===== config.mk =====
export PLATFORM = sky130hd
export DESIGN_NAME = dmem_access_unit
export DESIGN_NICKNAME = d
export VERILOG_FILES = /design/src/rtl/dmem_access_unit.sv
export SDC_FILE = /design/constraint.sdc
export NUM_CORES = 1
export LEC_CHECK = 0
export ABC_AREA = 1
export BUFFER_PORTS_ARGS = -buffer_cell sky130_fd_sc_hd__buf_2
export CAP_MARGIN = 20
export CORE_MARGIN = 4
export CORE_UTILIZATION = 50
export CTS_CLUSTER_DIAMETER = 120
export CTS_CLUSTER_SIZE = 24
export DETAILED_ROUTE_END_ITERATION = 8
export PLACE_DENSITY = 0.75
export SLEW_MARGIN = 20
export SYNTH_ARGS = -nofsm -noshare
export SYNTH_HDL_FRONTEND = slang
export SYNTH_SLANG_ARGS = --single-unit

===== constraint.sdc =====
create_clock -name clk -period 3.9 [get_ports clk]
set_input_delay 1.17 -clock clk [delete_from_list [all_inputs] [get_ports clk]]
set_output_delay 1.17 -clock clk [all_outputs]
set_load 0.01 [all_outputs]

===== src/rtl/dmem_access_unit.sv =====
// -----------------------------------------------------------------------------
// dmem_access_unit
// Load/store initiator between the CPU datapath and the data port of the
// shared instruction/data memory. It accepts one byte/half/word request at a
// time, range- and alignment-checks it against the data region, performs
// sub-word stores as an aligned read-modify-write, and returns loads extended
// to 32 bits.
//
// Ports
//   clk, reset      : single clock, synchronous active-high reset
//   req_valid/ready : request handshake, accepted when both are high
//   req_write       : 1 = store, 0 = load
//   req_size        : 00 byte, 01 half, 10 word, 11 reserved (faults)
//   req_signed      : sign-extend sub-word loads
//   req_addr        : byte address
//   req_wdata       : right-justified store data
//   resp_valid      : one-cycle completion pulse
//   resp_rdata      : extended load data (0 for stores and faults)
//   resp_fault      : misaligned / out of range / reserved size
//   data_addr       : word-aligned memory address (registered)
//   data_in         : memory write data (registered)
//   mem_read        : memory read enable (registered)
//   mem_write       : memory write strobe (registered)
//   data_out        : combinational little-endian read data from memory
// -----------------------------------------------------------------------------
module dmem_access_unit #(
   parameter logic [31:0] DATA_LIMIT = 32'h0000_3000
) (
   input  logic        clk,
   input  logic        reset,
   input  logic        req_valid,
   output logic        req_ready,
   input  logic        req_write,
   input  logic [1:0]  req_size,
   input  logic        req_signed,
   input  logic [31:0] req_addr,
   input  logic [31:0] req_wdata,
   output logic        resp_valid,
   output logic [31:0] resp_rdata,
   output logic        resp_fault,
   output logic [31:0] data_addr,
   output logic [31:0] data_in,
   output logic        mem_read,
   output logic        mem_write,
   input  logic [31:0] data_out
);

   typedef enum logic [1:0] {
      S_IDLE = 2'b00,
      S_RD   = 2'b01,
      S_WR   = 2'b10,
      S_RESP = 2'b11
   } state_t;

   localparam logic [1:0] SZ_BYTE = 2'b00;
   localparam logic [1:0] SZ_HALF = 2'b01;
   localparam logic [1:0] SZ_WORD = 2'b10;

   // Extract the addressed lane of a memory word and extend it to 32 bits.
   function automatic logic [31:0] load_extend(
      input logic [31:0] word,
      input logic [1:0]  lane,
      input logic [1:0]  size,
      input logic        sext
   );
      logic [7:0]  b;
      logic [15:0] h;
      logic [31:0] result;
      case (lane)
         2'b00:   b = word[7:0];
         2'b01:   b = word[15:8];
         2'b10:   b = word[23:16];
         2'b11:   b = word[31:24];
         default: b = 8'h00;
      endcase
      if (lane[1]) begin
         h = word[31:16];
      end else begin
         h = word[15:0];
      end
      case (size)
         SZ_BYTE: result = sext ? {{24{b[7]}}, b} : {24'h00_0000, b};
         SZ_HALF: result = sext ? {{16{h[15]}}, h} : {16'h0000, h};
         default: result = word;
      endcase
      return result;
   endfunction

   // Replace the addressed lane of a memory word with the store data.
   function automatic logic [31:0] lane_merge(
      input logic [31:0] word,
      input logic [31:0] wdata,
      input logic [1:0]  lane,
      input logic [1:0]  size
   );
      logic [31:0] result;
      result = word;
      case (size)
         SZ_BYTE: begin
            case (lane)
               2'b00:   result[7:0]   = wdata[7:0];
               2'b01:   result[15:8]  = wdata[7:0];
               2'b10:   result[23:16] = wdata[7:0];
               2'b11:   result[31:24] = wdata[7:0];
               default: result        = word;
            endcase
         end
         SZ_HALF: begin
            if (lane[1]) begin
               result[31:16] = wdata[15:0];
            end else begin
               result[15:0]  = wdata[15:0];
            end
         end
         default: result = wdata;
      endcase
      return result;
   endfunction

   state_t      state_q, state_d;
   logic [1:0]  lane_q, lane_d;
   logic [1:0]  size_q, size_d;
   logic        signed_q, signed_d;
   logic        write_q, write_d;
   logic [31:0] wdata_q, wdata_d;
   logic        req_ready_q, req_ready_d;
   logic        resp_valid_q, resp_valid_d;
   logic        resp_fault_q, resp_fault_d;
   logic [31:0] resp_rdata_q, resp_rdata_d;
   logic [31:0] data_addr_q, data_addr_d;
   logic [31:0] data_in_q, data_in_d;
   logic        mem_read_q, mem_read_d;
   logic        mem_write_q, mem_write_d;

   logic [32:0] access_end_s;
   logic        shape_fault_s;
   logic        range_fault_s;
   logic        fault_s;

   // Request legality: shape (size/alignment) and range against the data region.
   always_comb begin
      access_end_s  = {1'b0, req_addr} + 33'd1;
      shape_fault_s = 1'b0;
      case (req_size)
         SZ_BYTE: begin
            access_end_s  = {1'b0, req_addr} + 33'd1;
            shape_fault_s = 1'b0;
         end
         SZ_HALF: begin
            access_end_s  = {1'b0, req_addr} + 33'd2;
            shape_fault_s = req_addr[0];
         end
         SZ_WORD: begin
            access_end_s  = {1'b0, req_addr} + 33'd4;
            shape_fault_s = (req_addr[1:0] != 2'b00);
         end
         default: begin
            access_end_s  = {1'b0, req_addr} + 33'd1;
            shape_fault_s = 1'b1;
         end
      endcase
      // 33-bit sum so addresses near 2^32 cannot wrap back into range.
      range_fault_s = (access_end_s > {1'b0, DATA_LIMIT});
      fault_s       = shape_fault_s | range_fault_s;
   end

   // Next-state and next-output computation for the access sequencer.
   always_comb begin
      state_d      = state_q;
      lane_d       = lane_q;
      size_d       = size_q;
      signed_d     = signed_q;
      write_d      = write_q;
      wdata_d      = wdata_q;
      data_addr_d  = data_addr_q;
      data_in_d    = data_in_q;
      resp_valid_d = 1'b0;
      resp_fault_d = 1'b0;
      resp_rdata_d = 32'h0000_0000;

      case (state_q)
         S_IDLE: begin
            if (req_valid) begin
               lane_d   = req_addr[1:0];
               size_d   = req_size;
               signed_d = req_signed;
               write_d  = req_write;
               wdata_d  = req_wdata;
               if (fault_s) begin
                  // No memory cycle; memory-side registers keep their values.
                  state_d      = S_RESP;
                  resp_valid_d = 1'b1;
                  resp_fault_d = 1'b1;
               end else if (!req_write || (req_size != SZ_WORD)) begin
                  state_d     = S_RD;
                  data_addr_d = {req_addr[31:2], 2'b00};
               end else begin
                  state_d     = S_WR;
                  data_addr_d = {req_addr[31:2], 2'b00};
                  data_in_d   = req_wdata;
               end
            end else begin
               state_d = S_IDLE;
            end
         end
         S_RD: begin
            if (write_q) begin
               state_d   = S_WR;
               data_in_d = lane_merge(data_out, wdata_q, lane_q, size_q);
            end else begin
               state_d      = S_RESP;
               resp_valid_d = 1'b1;
               resp_rdata_d = load_extend(data_out, lane_q, size_q, signed_q);
            end
         end
         S_WR: begin
            state_d      = S_RESP;
            resp_valid_d = 1'b1;
         end
         S_RESP: begin
            state_d = S_IDLE;
         end
         default: begin
            state_d = S_IDLE;
         end
      endcase

      // Strobes are decoded from the next state so they come straight off flops.
      req_ready_d = (state_d == S_IDLE);
      mem_read_d  = (state_d == S_RD);
      mem_write_d = (state_d == S_WR);
   end

   // State and output registers with synchronous reset.
   always_ff @(posedge clk) begin
      if (reset) begin
         state_q      <= S_IDLE;
         lane_q       <= 2'b00;
         size_q       <= 2'b00;
         signed_q     <= 1'b0;
         write_q      <= 1'b0;
         wdata_q      <= 32'h0000_0000;
         req_ready_q  <= 1'b1;
         resp_valid_q <= 1'b0;
         resp_fault_q <= 1'b0;
         resp_rdata_q <= 32'h0000_0000;
         data_addr_q  <= 32'h0000_0000;
         data_in_q    <= 32'h0000_0000;
         mem_read_q   <= 1'b0;
         mem_write_q  <= 1'b0;
      end else begin
         state_q      <= state_d;
         lane_q       <= lane_d;
         size_q       <= size_d;
         signed_q     <= signed_d;
         write_q      <= write_d;
         wdata_q      <= wdata_d;
         req_ready_q  <= req_ready_d;
         resp_valid_q <= resp_valid_d;
         resp_fault_q <= resp_fault_d;
         resp_rdata_q <= resp_rdata_d;
         data_addr_q  <= data_addr_d;
         data_in_q    <= data_in_d;
         mem_read_q   <= mem_read_d;
         mem_write_q  <= mem_write_d;
      end
   end

   assign req_ready  = req_ready_q;
   assign resp_valid = resp_valid_q;
   assign resp_fault = resp_fault_q;
   assign resp_rdata = resp_rdata_q;
   assign data_addr  = data_addr_q;
   assign data_in    = data_in_q;
   assign mem_read   = mem_read_q;
   assign mem_write  = mem_write_q;

endmodule


Word-level counts from Yosys, hierarchy flattened

Index checks and enable logic that the tools add are counted.

Bits in registers: 139
Input port bits: 103
Logic and storage cells: 80

$add $sub $neg: 3
Magnitude comparators: 1
Eq/ne operators: 16
Mux-type cells: 28
Bitwise operators: 4
Reduce and logical (&&, ||, !) cells: 14

Operator list:

| kind                                                            | count |
|---|---|
| 2-to-1 mux 32 bit                                               | 6 |
| case mux 32 bit (2 select lines)                                | 3 |
| case mux 33 bit (2 select lines)                                | 1 |
| 2-to-1 mux 16 bit                                               | 3 |
| adder 32 x 1 -> 33 bit, second input constant                   | 1 |
| adder 32 x 2 -> 33 bit, second input constant                   | 1 |
| adder 32 x 3 -> 33 bit, second input constant                   | 1 |
| greater-than comparator 33 x 14 -> 1 bit, second input constant | 1 |
| 2-to-1 mux 8 bit                                                | 4 |
| case mux 8 bit (4 select lines)                                 | 1 |
| equality test 2 bit, second input constant                      | 6 |
| equality test 2 x 1 -> 1 bit, second input constant             | 5 |
| zero test 2 bit                                                 | 5 |
| inequality test 2 bit, second input constant                    | 5 |
| case mux 2 bit (4 select lines)                                 | 1 |
| 2-to-1 mux 2 bit                                                | 3 |
| case mux 1 bit (3 select lines)                                 | 2 |
| AND reduction 5 bit                                             | 1 |
| 2-to-1 mux 1 bit                                                | 4 |
| nonzero test 2 bit                                              | 2 |
| inverter 1 bit                                                  | 3 |
| AND reduction 3 bit                                             | 1 |
| OR reduction 3 bit                                              | 1 |
| AND reduction 2 bit                                             | 1 |
| 4 further kinds                                                 | 4 |

Logic depth before layout (Yosys ltp)

Gate-level depths: netlist (run 1).

Depth in word-level cells: 8
Gate-level depth with buffers: 22

Worst setup path before layout (run 1)

OpenSTA, ideal clock, no wires.

Path type: input port to flip-flop
From: in req_size[0]
To: reg data_in_q[22], in the netlist data_in[22]
Arrival time: 3.111 ns
Required time: 3.787 ns
Path slack: 0.676 ns
Stages on the path: 18
Path buffers: 3
Path through: inv_1 ha_1 clkbuf_1 inv_1 clkbuf_1 a21oi_1 o211ai_1 nand2_1 nand2_1 nor2_1 nand2_1 nor2_2 nand3_2 nand2_4 buf_6 nand2_1 nand2_1 nor2_1

Cells in the longest elaborated chain, start to end: 6

RTL lines:

| what                                                                | RTL line | RTL |
|---|---|---|
| from (decl)                                                         | 34       | `input logic [1:0] req_size,` |
| equality test 2 bit or equality test 2 x 1 -> 1 bit (tied branches) | 144      | `case (req_size)` |
| case mux 33 bit (2 select lines)                                    | 144      |  |
| greater-than comparator 33 x 14 -> 1 bit                            | 163      | `range_fault_s = (access_end_s > {1'b0, DATA_LIMIT});` |
| bitwise OR 1 bit                                                    | 164      | `fault_s = shape_fault_s \| range_fault_s;` |
| inequality test 2 bit (no source line)                              | -        |  |
| AND reduction 5 bit (no source line) (*)                            | -        |  |
| to (signal assigned)                                                | 263      | `data_in_q <= data_in_d;` |
| to (decl)                                                           | 131      | `logic [31:0] data_in_q, data_in_d;` |

Mark *: on every way between the ends. The rest lies on a longest branch, timed or not.
A chain may end at the register's enable or synchronous reset.

Final worst setup path (run 1)

From: in req_addr[1]
To: reg data_in_q[12], in the netlist data_in[12]

Cells in the longest elaborated chain, start to end: 6

RTL lines:

| what                                                 | RTL line | RTL |
|---|---|---|
| from (decl)                                          | 36       | `input logic [31:0] req_addr,` |
| adder 32 x 1 -> 33 bit, or another cell as far along | 146, 158 |  |
| case mux 33 bit (2 select lines)                     | 144      |  |
| greater-than comparator 33 x 14 -> 1 bit             | 163      |  |
| bitwise OR 1 bit (*)                                 | 164      |  |
| inequality test 2 bit (no source line) (*)           | -        |  |
| AND reduction 5 bit (no source line) (*)             | -        |  |

Marked as above.

==> results of run 1 <==
-- registers in the layout, summed over array words and instances (netlist names), 2 cells and up --
name / cells
data_in: 32
resp_rdata: 32
wdata_q: 32
data_addr: 30
lane_q: 2
size_q: 2
state_q: 2
-- how the worst max path moves through the flow --
stage                startpoint     endpoint  slack (ns)  cells past startpoint
global route        req_addr[1]  data_in[12]        0.19                     19
CTS                 req_addr[1]  data_in[12]        0.50                     19
detailed placement  req_addr[1]  data_in[12]        0.05                     19
global placement    req_addr[1]  data_in[11]        0.05                     19
floorplan           req_size[0]  data_in[22]        0.68                     18
finish              req_addr[1]  data_in[12]        0.46                     19
-- area by class of cell --
class / count / share of cell area
inverter: 123 / 0.0432
sequential: 139 / 0.260
tap: 225 / 0.0263
multi-input combinational: 1116 / 0.490
timing repair buffer: 240 / 0.126
clock inverter: 12 / 0.0118
clock buffer: 20 / 0.0427
-- cells in the mapped netlist, drive strengths merged (6+ instances only) --
library cell / n
xor2: 10
o2111ai: 16
a21oi: 121
clkbuf: 57
nand3: 90
a31oi: 11
o221ai: 7
ha: 11
buf: 19
nor2: 235
nor3: 6
inv: 119
nand2: 424
o211ai: 26
o21ai: 121
a22oi: 6
dfxtp: 139
nand4: 15
-- critical path: stages --
cell	delay, ns
buf_2	0.17
ha_1	0.29
nand2_1	0.10
nor2_1	0.24
nand2_1	0.17
nor2_2	0.20
xor2_1	0.18
o211ai_1	0.10
nand2_1	0.12
nand2_1	0.08
nor2_1	0.10
nand2_1	0.07
nor2_2	0.17
nand3_2	0.13
nand2_4	0.11
buf_12	0.19
nand2_1	0.07
nand2_1	0.06
nor2_1	0.05
-- cell usage in the layout (no fill, tap or decap), drive strengths merged, types with 2 or more instances in the layout --
master     n
a21oi    121
a22oi      6
a31oi     11
buf      240
clkbuf    20
clkinv     6
conb       2
dfxtp    139
ha        11
inv      127
nand2    424
nand3     90
nand3b     2
nand4     15
nor2     235
nor3       6
o2111ai   16
o211ai    26
o21a       2
o21ai    121
o221ai     7
o22ai      5
xnor2      3
xor2      10
-- logic make-up (layout without fill, tap and decap cells) --
| group | after synthesis | after routing | share of synthesized area |
|---|---|---|---|
| and+or+nand+nor | 773 | 773 | 0.361 |
| AOI/OAI and AO/OA | 317 | 317 | 0.202 |
| buffers and inverters | 199 | 395 | 0.0930 |
| DFF | 139 | 139 | 0.315 |
| xor gates and xnor gates | 13 | 13 | 0.0129 |
| adders and majority gates | 11 | 11 | 0.0156 |
| other | 1 | 2 | 0.000424 |
-- routing by layer --
layer,routed length (microns),part of all wire
met3,3850,0.12
met5,13,0.00039
met1,13700,0.41
met2,14500,0.44
met4,1220,0.037
-- through the flow --
| step | setup slack, ns | utilization |
|---|---|---|
| floorplan | 0.676 | - |
| global placement | 0.0511 | 0.585 |
| detailed placement | 0.0528 | 0.585 |
| CTS | 0.501 | 0.618 |
| global route | 0.193 | 0.618 |
| finish | 0.463 | 0.618 |
-- power breakdown --
part | internal, mW | leakage, nW | total [mW] | switching [mW]
Clock | 0.931 | 0.286 | 1.64 | 0.711
Combinational | 0.372 | 3.60 | 1.18 | 0.805
Sequential | 1.53 | 1.13 | 1.59 | 0.0661
Total | 2.83 | 5.01 | 4.41 | 1.58
==> key figures, run 1 <==
Floorplan
  • Die height: 141 microns
  • CORE AREA: 17,300 sq um
  • Die W: 141 microns
  • # IOs: 204
  • Die area: 19,900 sq um
  • Row cnt: 48
  • Starting density of the core: 0.511

Job
  • Max_cap viols: 0

Clock network
  • CTS tree: yes
  • CTS buffer count: 17
  • Hold-fix buffers, CTS: 0
  • Number of clock sinks: 139
  • Clk pin slew, worst setup/hold paths: 0.07 ns
  • Root Driver: clkbuf_16
  • Clk Latency, worst-skew pair: 0.44 ns
  • Clock buffer depth: 2
  • Postcts setup bufs: 0
  • H-tree Lvls: 4
  • CTS resizes: 0

Final layout
  • Final nets: 1,751
  • Filler cells: 1,691
  • Fin area: 10,700 sq um
  • Multi-input logic area: 5240 sq um
  • Layout Area Growth over Synthesis: 21.0%
  • Final Non-Filler Cells: 1,875
  • Register area: 2780 sq um
  • Share of cells above drive strength 1: 0.185
  • N_diodes: 0

STA
  • Setup violators final: 0
  • Final Max Slew Viols: 0
  • Unrepaired setup endpoints after global routing: false
  • Final hold violation count: 0
  • Post-layout min period: 3.44 ns
  • Clock Skew: 0.00656 ns
  • Slew HR: 0.248
  • Setup TNS: 0 ns
  • Worst slew pin tran: 1.12 ns
  • Fin crit share: 0.881
  • Fmax: 291 MHz
  • WHS: 0.464 ns

Critical path
  • Setup CP Type: in -> reg
  • Reg-to-Reg End: resp_rdata[9]
  • Reg-to-reg startpoint: state_q[1]
  • R2R Setup Slk: 0.91 ns
  • Max FO, Critical Path: 35
  • Startpoint types: input pin
  • Arrival time at the worst endpoint: 3.77 ns
  • CP Capture Type: register
  • Cells on worst reg2reg path: 8
  • CP required: 4.23 ns

Power and ir drop
  • Final Power: 4.41 mW
  • Power Dens Cells: 412 nW/um^2
  • Maximum VDD drop: 0.304 mV
  • Pleak: 5.01 nW

Route
  • Vias: 10,698
  • Wirelength per Cell: 17.8 microns
  • # DRC: 0
  • Routed WL: 33,300 microns
  • Routed Antenna Nets: 0
  • Vias per inst: 5.71
  • DR pass1 iterations: 6
  • DR iter-0 viols: 1,361

Run status
  • Outcome: complete, no violations

Placed design
  • Placed Instances: 1,843
  • Placed cell areas: 10,100 sq um
  • Dpl hpwl: 25,400 microns
  • Routability cong.: 1.01
  • IO buf count: 201

GRT
  • Largest net degree at the start of global routing: 48
  • Met1 Use GR: 0.447
  • Initial antenna violation count: 1
  • Vias in the first global route: 9,657
  • Met2 global-route usage: 0.506
  • Gr ovfl total: 0
  • Global-route wire length before repair: 51,900 microns
  • Gr busiest metal: met2
  • Global Route Usage Sum: 0.327
  • GR met3 Demand/Resource: 0.0729

Yosys
  • Avg Cell Area, Syn: 6.08 sq um
  • Synthesized instance count: 1,453
  • Synth cell types: 37
  • Sequential area share after synthesis: 0.315
  • Post-synth top flop: dfxtp_1
  • Synth warn: 0
  • Synth area leaders: dfxtp_1 31%, nand2_1 18%, nor2_1 9.1%, a21oi_1 6.9%, o21ai_0 6.5%
  • Post-synth top area share: 0.315
  • Yosys top cell by area: dfxtp_1
  • EDFF count, synth: 0
  • Async set-or-reset flop fraction in the synthesized netlist: 0
  • Number of synthesized register bits: 139
  • Mapped Area: 8840 sq um

Hold path
  • Hold Crit Class: reg -> reg
  • Hold EP: data_addr[31]
  • Hold Path Stages: 2
  • Hold path start: data_addr[31]
Note: power is estimated with default switching activity, not from simulation.
==> run 2, diff against run 1 <==
Settings changed: CELL_PAD_IN_SITES_DETAIL_PLACEMENT set to 2, CELL_PAD_IN_SITES_GLOBAL_PLACEMENT set to 2, CORE_UTILIZATION 50 to 28, PLACE_DENSITY 0.75 to unset, PLACE_DENSITY_LB_ADDON set to 0.1.
==> run 2 against run 1 <==
Compared with the run above: core utilization fell by 26 points; flip-flop and latch count did not move; die area rose by 74%; maximum frequency fell by 2.5%; count of clock-buffer cells in the layout fell by 1; non-clock buffer count rose by 17.
==> key figures, run 2 (synthesis gave the netlist of run 1 again) <==
Run status
  • Outcome: complete, no violations

Hold path
  • Hold EP: data_addr[23]
  • Hold path start: data_addr[23]
  • Hold Crit Class: reg -> reg
  • Hold Path Stages: 2

Clock network
  • Postcts setup bufs: 0
  • Clk Latency, worst-skew pair: 0.44 ns
  • Clk pin slew, worst setup/hold paths: 0.07 ns
  • CTS buffer count: 17
  • Clock buffer depth: 2
  • CTS resizes: 0
  • Hold-fix buffers, CTS: 0
  • CTS tree: yes
  • H-tree Lvls: 4
  • Number of clock sinks: 139
  • Root Driver: clkbuf_16

GRT
  • Gr ovfl total: 0
  • Global Route Usage Sum: 0.248
  • Largest net degree at the start of global routing: 71
  • Initial antenna violation count: 1
  • Vias in the first global route: 11,426
  • Global-route wire length before repair: 66,000 microns

Route
  • Met3 wire len: 1230 microns
  • DR iter-0 viols: 503
  • DR pass1 iterations: 5
  • Routed Antenna Nets: 0
  • # DRC: 0
  • Met2 wire len: 23,400 microns
  • WL met1: 17,800 microns
  • Vias per inst: 5.21
  • Vias: 10,738
  • Wirelength per Cell: 21.1 microns
  • Routed WL: 43,600 microns
  • Highest routed layer: met4

Power and ir drop
  • Reg power frac: 0.343
  • Power Dens Cells: 418 nW/um^2
  • Clock Power Share: 0.378
  • Final Power: 4.63 mW
  • Maximum VDD drop: 0.295 mV
  • Combinational share of power: 0.279
  • Pleak: 5.10 nW
  • Switching share of total power: 0.363
  • Pint: 2.95 mW
  • Sw Pwr: 1.68 mW

Final layout
  • Share of cells above drive strength 1: 0.193
  • Most common cell after layout, fill and taps aside: nand2_1
  • Filler cells: 3,875
  • Layout Area Growth over Synthesis: 25.4%
  • Multi-input logic area: 5240 sq um
  • Final nets: 1,768
  • Register area: 2780 sq um
  • N_diodes: 0
  • Most frequent cells in the layout: 418 x nand2_1, 214 x nor2_1, 201 x buf_2

STA
  • Setup violators final: 0
  • Worst slew pin tran: 1.10 ns
  • Unrepaired setup endpoints after global routing: false
  • Final Max Slew Viols: 0
  • Final hold violation count: 0
  • PnR worst setup slack: 0.373 ns
  • Slew HR: 0.265
  • Clock Skew: 0.0119 ns
  • Post-layout min period: 3.53 ns
  • Fin crit share: 0.904
  • Fmax: 284 MHz

Floorplan
  • # IOs: 204
  • Row cnt: 64
  • Die height: 186 microns
  • CORE AREA: 30,800 sq um
  • Die area: 34,500 sq um
  • Starting density of the core: 0.287
  • Die W: 186 microns

Critical path
  • Arrival time at the worst endpoint: 3.86 ns
  • Critical path buffers and inverters: 2
  • Setup CP Type: in -> reg
  • Crit-path cells: buf_2 > nand2_1 > nor2_1 > nand2_1 > nor2_2 > nand3_1 > nand3_1 > nand2_1 > nand2_1 > nand2_1 > nor2_1 > nand2_1 > nor2_2 > nand3_2 > nand2_4 > buf_12 > nand2_1 > nand2_1 > nor2_1
  • Most used cell, CP: nand2_1
  • CP Capture Type: register
  • Slowest stage cell, crit path: nor2_1
  • Reg-to-reg startpoint: size_q[1]
  • Max FO, Critical Path: 30
  • CP required: 4.23 ns
  • CP max stage delay: 0.31 ns
  • R2R Setup Slk: 1.05 ns
  • Delay-heaviest family, CP: simple AND/OR/NAND/NOR gates
  • CP Launch Point: req_addr[17]
  • Startpoint types: input pin
  • Cells on worst reg2reg path: 10
  • Reg-to-Reg End: data_in[0]

Placed design
  • Routability cong.: 0.876
  • Dpl hpwl: 34,000 microns
  • IO buf count: 201
  • Pre-CTS worst setup slack: -0.112 ns

Job
  • Max_cap viols: 0
run 2: cell count changes in the layout (fill, tap and decap cells not counted), sizes merged:
| cell | previous run | this run |
|---|---|---|
| buf | 240 | 257 |
| inv | 127 | 124 |
| bufinv | 1 | 3 |
| clkinvlp | 1 | 3 |
| clkbuf | 20 | 19 |
run 2: cell type report:
type / count / share of cell area
clock inverter: 13 / 0.0164
clock buffer: 19 / 0.0400
tap: 396 / 0.0447
multi-input combinational: 1116 / 0.473
timing repair buffer: 257 / 0.133
sequential: 139 / 0.251
inverter: 123 / 0.0417
run 2: routing by layer:
layer  vias up  track usage
met2       193        0.483
met5         -            0
met3        49       0.0252
li1       5141            -
met4         0       0.0749
met1      5355        0.283
run 2: worst register-to-register path: cells and delay by family (launching register included):
kind                   cells  cell delay, ns
buffers and inverters      2            0.52
AOI/OAI and AO/OA          4            1.49
DFF                        1            0.32
and+or+nand+nor            4            0.46
run 2: worst max path at each step:
| stage | to | cells after the start |
|---|---|---|
| 6_report | data_in[8] | 19 |
| 5_1_grt | data_in[12] | 20 |
| 3_5_place_dp | data_in[30] | 19 |
| 3_3_place_gp | data_in[11] | 18 |
| 4_1_cts | data_in[8] | 19 |
| 2_1_floorplan | data_in[22] | 18 |
run 2: stage by stage:
| step | TNS [ns] | hold slack (ns) | utilization | cell area (sq um) | instances |
|---|---|---|---|---|---|
| after global routing | 0 | 0.489 | 0.359 | 11100 | 2063 |
| final | 0 | 0.469 | 0.359 | 11100 | 2063 |
| after detailed placement | -2.68 | 0.460 | 0.339 | 10500 | 2031 |
| after floorplan | 0 | 0.455 | - | 8840 | 1454 |
| after CTS | 0 | 0.471 | 0.359 | 11100 | 2063 |
| after global placement | -0.862 | 0.452 | 0.339 | 10500 | 2031 |
run 2: power groups by stage:
stage	Sequential (mW)	Clock, mW	Combinational [mW]
global route	1.60	1.86	1.42
CTS	1.59	1.80	1.30
detailed placement	1.62	0	1.28
finish	1.59	1.75	1.29
global placement	1.61	0	1.26
floorplan	1.62	0	0.724
==> run 3, diff against run 2 <==
==> constraint.sdc (replaced) <==
create_clock -name clk -period 3.9 [get_ports clk]
set_input_delay 0.78 -clock clk [delete_from_list [all_inputs] [get_ports clk]]
set_output_delay 0.78 -clock clk [all_outputs]
set_load 0.01 [all_outputs]
==> run 3 against run 2 <==
Compared with the run above: non-clock buffer count fell by 28; highest routed layer unchanged; core utilization fell by 0.91 points; count of clock-buffer cells in the layout rose by 1; sequential power barely moved.
==> key figures, run 3 (synthesis gave the netlist of run 1 again) <==
Final layout
  • Fin area: 10,800 sq um
  • Layout Area Growth over Synthesis: 22.2%
  • Share of cells above drive strength 1: 0.178
  • Most common cell after layout, fill and taps aside: nand2_1
  • Final nets: 1,740
  • Most frequent cells in the layout: 418 x nand2_1, 214 x nor2_1, 201 x buf_2
  • Final Util: 0.350
  • Final Non-Filler Cells: 2,036

GRT
  • Vias in the first global route: 11,319
  • Global Route Usage Sum: 0.248
  • Initial antenna violation count: 1
  • Global-route wire length before repair: 66,100 microns
  • Largest net degree at the start of global routing: 72
  • Gr ovfl total: 0

STA
  • Unrepaired setup endpoints after global routing: false
  • Fin crit share: 0.849
  • Final Max Slew Viols: 0
  • WHS: 0.469 ns
  • Setup violators final: 0
  • PnR worst setup slack: 0.587 ns
  • Post-layout min period: 3.31 ns
  • Setup TNS: 0 ns
  • Worst slew pin tran: 1.04 ns
  • Fmax: 302 MHz
  • Clock Skew: 0.0116 ns
  • Final hold violation count: 0
  • Slew HR: 0.300

Route
  • Routed Antenna Nets: 0
  • DR iter-0 viols: 526
  • Vias per inst: 5.20
  • Vias: 10,591
  • # DRC: 0
  • Routed WL: 43,200 microns
  • DR pass1 iterations: 5
  • Wirelength per Cell: 21.2 microns

Floorplan
  • # IOs: 204
  • CORE AREA: 30,800 sq um
  • Die height: 186 microns
  • Die W: 186 microns
  • Starting density of the core: 0.287
  • Row cnt: 64
  • Die area: 34,500 sq um

Hold path
  • Hold EP: data_addr[20]
  • Hold Path Stages: 2
  • Hold path start: data_addr[20]
  • Hold Crit Class: reg -> reg

Clock network
  • CTS buffer count: 17
  • Clock buffer depth: 2
  • Number of clock sinks: 139
  • Clk Latency, worst-skew pair: 0.44 ns
  • Root Driver: clkbuf_16
  • Clk pin slew, worst setup/hold paths: 0.07 ns
  • CTS tree: yes
  • Postcts setup bufs: 0
  • CTS resizes: 0
  • H-tree Lvls: 4
  • Hold-fix buffers, CTS: 0

Critical path
  • CP required: 4.27 ns
  • CP Capture Type: register
  • Startpoint types: input pin
  • Max FO, Critical Path: 30
  • Reg-to-Reg End: data_in[2]
  • Reg-to-reg startpoint: size_q[1]
  • R2R Setup Slk: 0.97 ns
  • Cells on worst reg2reg path: 10
  • Arrival time at the worst endpoint: 3.68 ns
  • Setup CP Type: in -> reg

Placed design
  • IO buf count: 201
  • Placed Instances: 2,003
  • Dpl hpwl: 33,000 microns
  • Placed cell areas: 10,200 sq um
  • Pre-CTS worst setup slack: 0.163 ns
  • Routability cong.: 0.862

Run status
  • Outcome: complete, no violations

Power and ir drop
  • Pleak: 4.93 nW
  • Power Dens Cells: 421 nW/um^2
  • Maximum VDD drop: 0.334 mV
  • Final Power: 4.55 mW

Job
  • Max_cap viols: 0
-- run 3: layout make-up --
type / instances / area, sq um
Sequential cell: 139 / 2780
Inverter: 123 / 462
Multi-Input combinational cell: 1116 / 5240
Clock inverter: 12 / 141
Tap cell: 396 / 495
Clock buffer: 20 / 447
Antenna cell: 1 / 2.50
Fill cell: 3897 / 20000
Timing Repair Buffer: 229 / 1230
-- run 3: worst max-delay path by stage --
| stage | from | endpoint |
|---|---|---|
| CTS | req_addr[0] | data_addr[25] |
| global route | req_size[0] | data_addr[18] |
| floorplan | req_size[0] | data_in[22] |
| global placement | req_addr[0] | data_addr[3] |
| finish | req_size[0] | data_addr[8] |
| detailed placement | req_addr[0] | data_addr[28] |
-- run 3: worst max-delay path, stage by stage --
cell     delay (ns)
buf_2          0.10
inv_1          0.06
ha_1           0.28
inv_1          0.30
nand2_1        0.18
nand2_1        0.13
inv_1          0.06
o21ai_0        0.21
nor2_1         0.07
nor2_1         0.11
nand3_1        0.10
nor2_1         0.10
nand3_1        0.10
nor2_2         0.20
nand3_2        0.12
inv_2          0.47
nand2_1        0.14
a21oi_1        0.15
-- run 3: metal layers --
metal	track usage	wire length (microns)	vias up
met5	0	0	-
met4	0.0536	668	0
met3	0.0303	1580	40
met2	0.484	23200	221
met1	0.288	17700	5237
li1	-	-	5093
-- run 3: report_power, final --
group,internal (mW),leakage [nW],switching (mW),total [mW]
registers,1.53,1.13,0.0646,1.59
logic,0.368,3.53,0.892,1.26
clock network,0.967,0.275,0.731,1.70
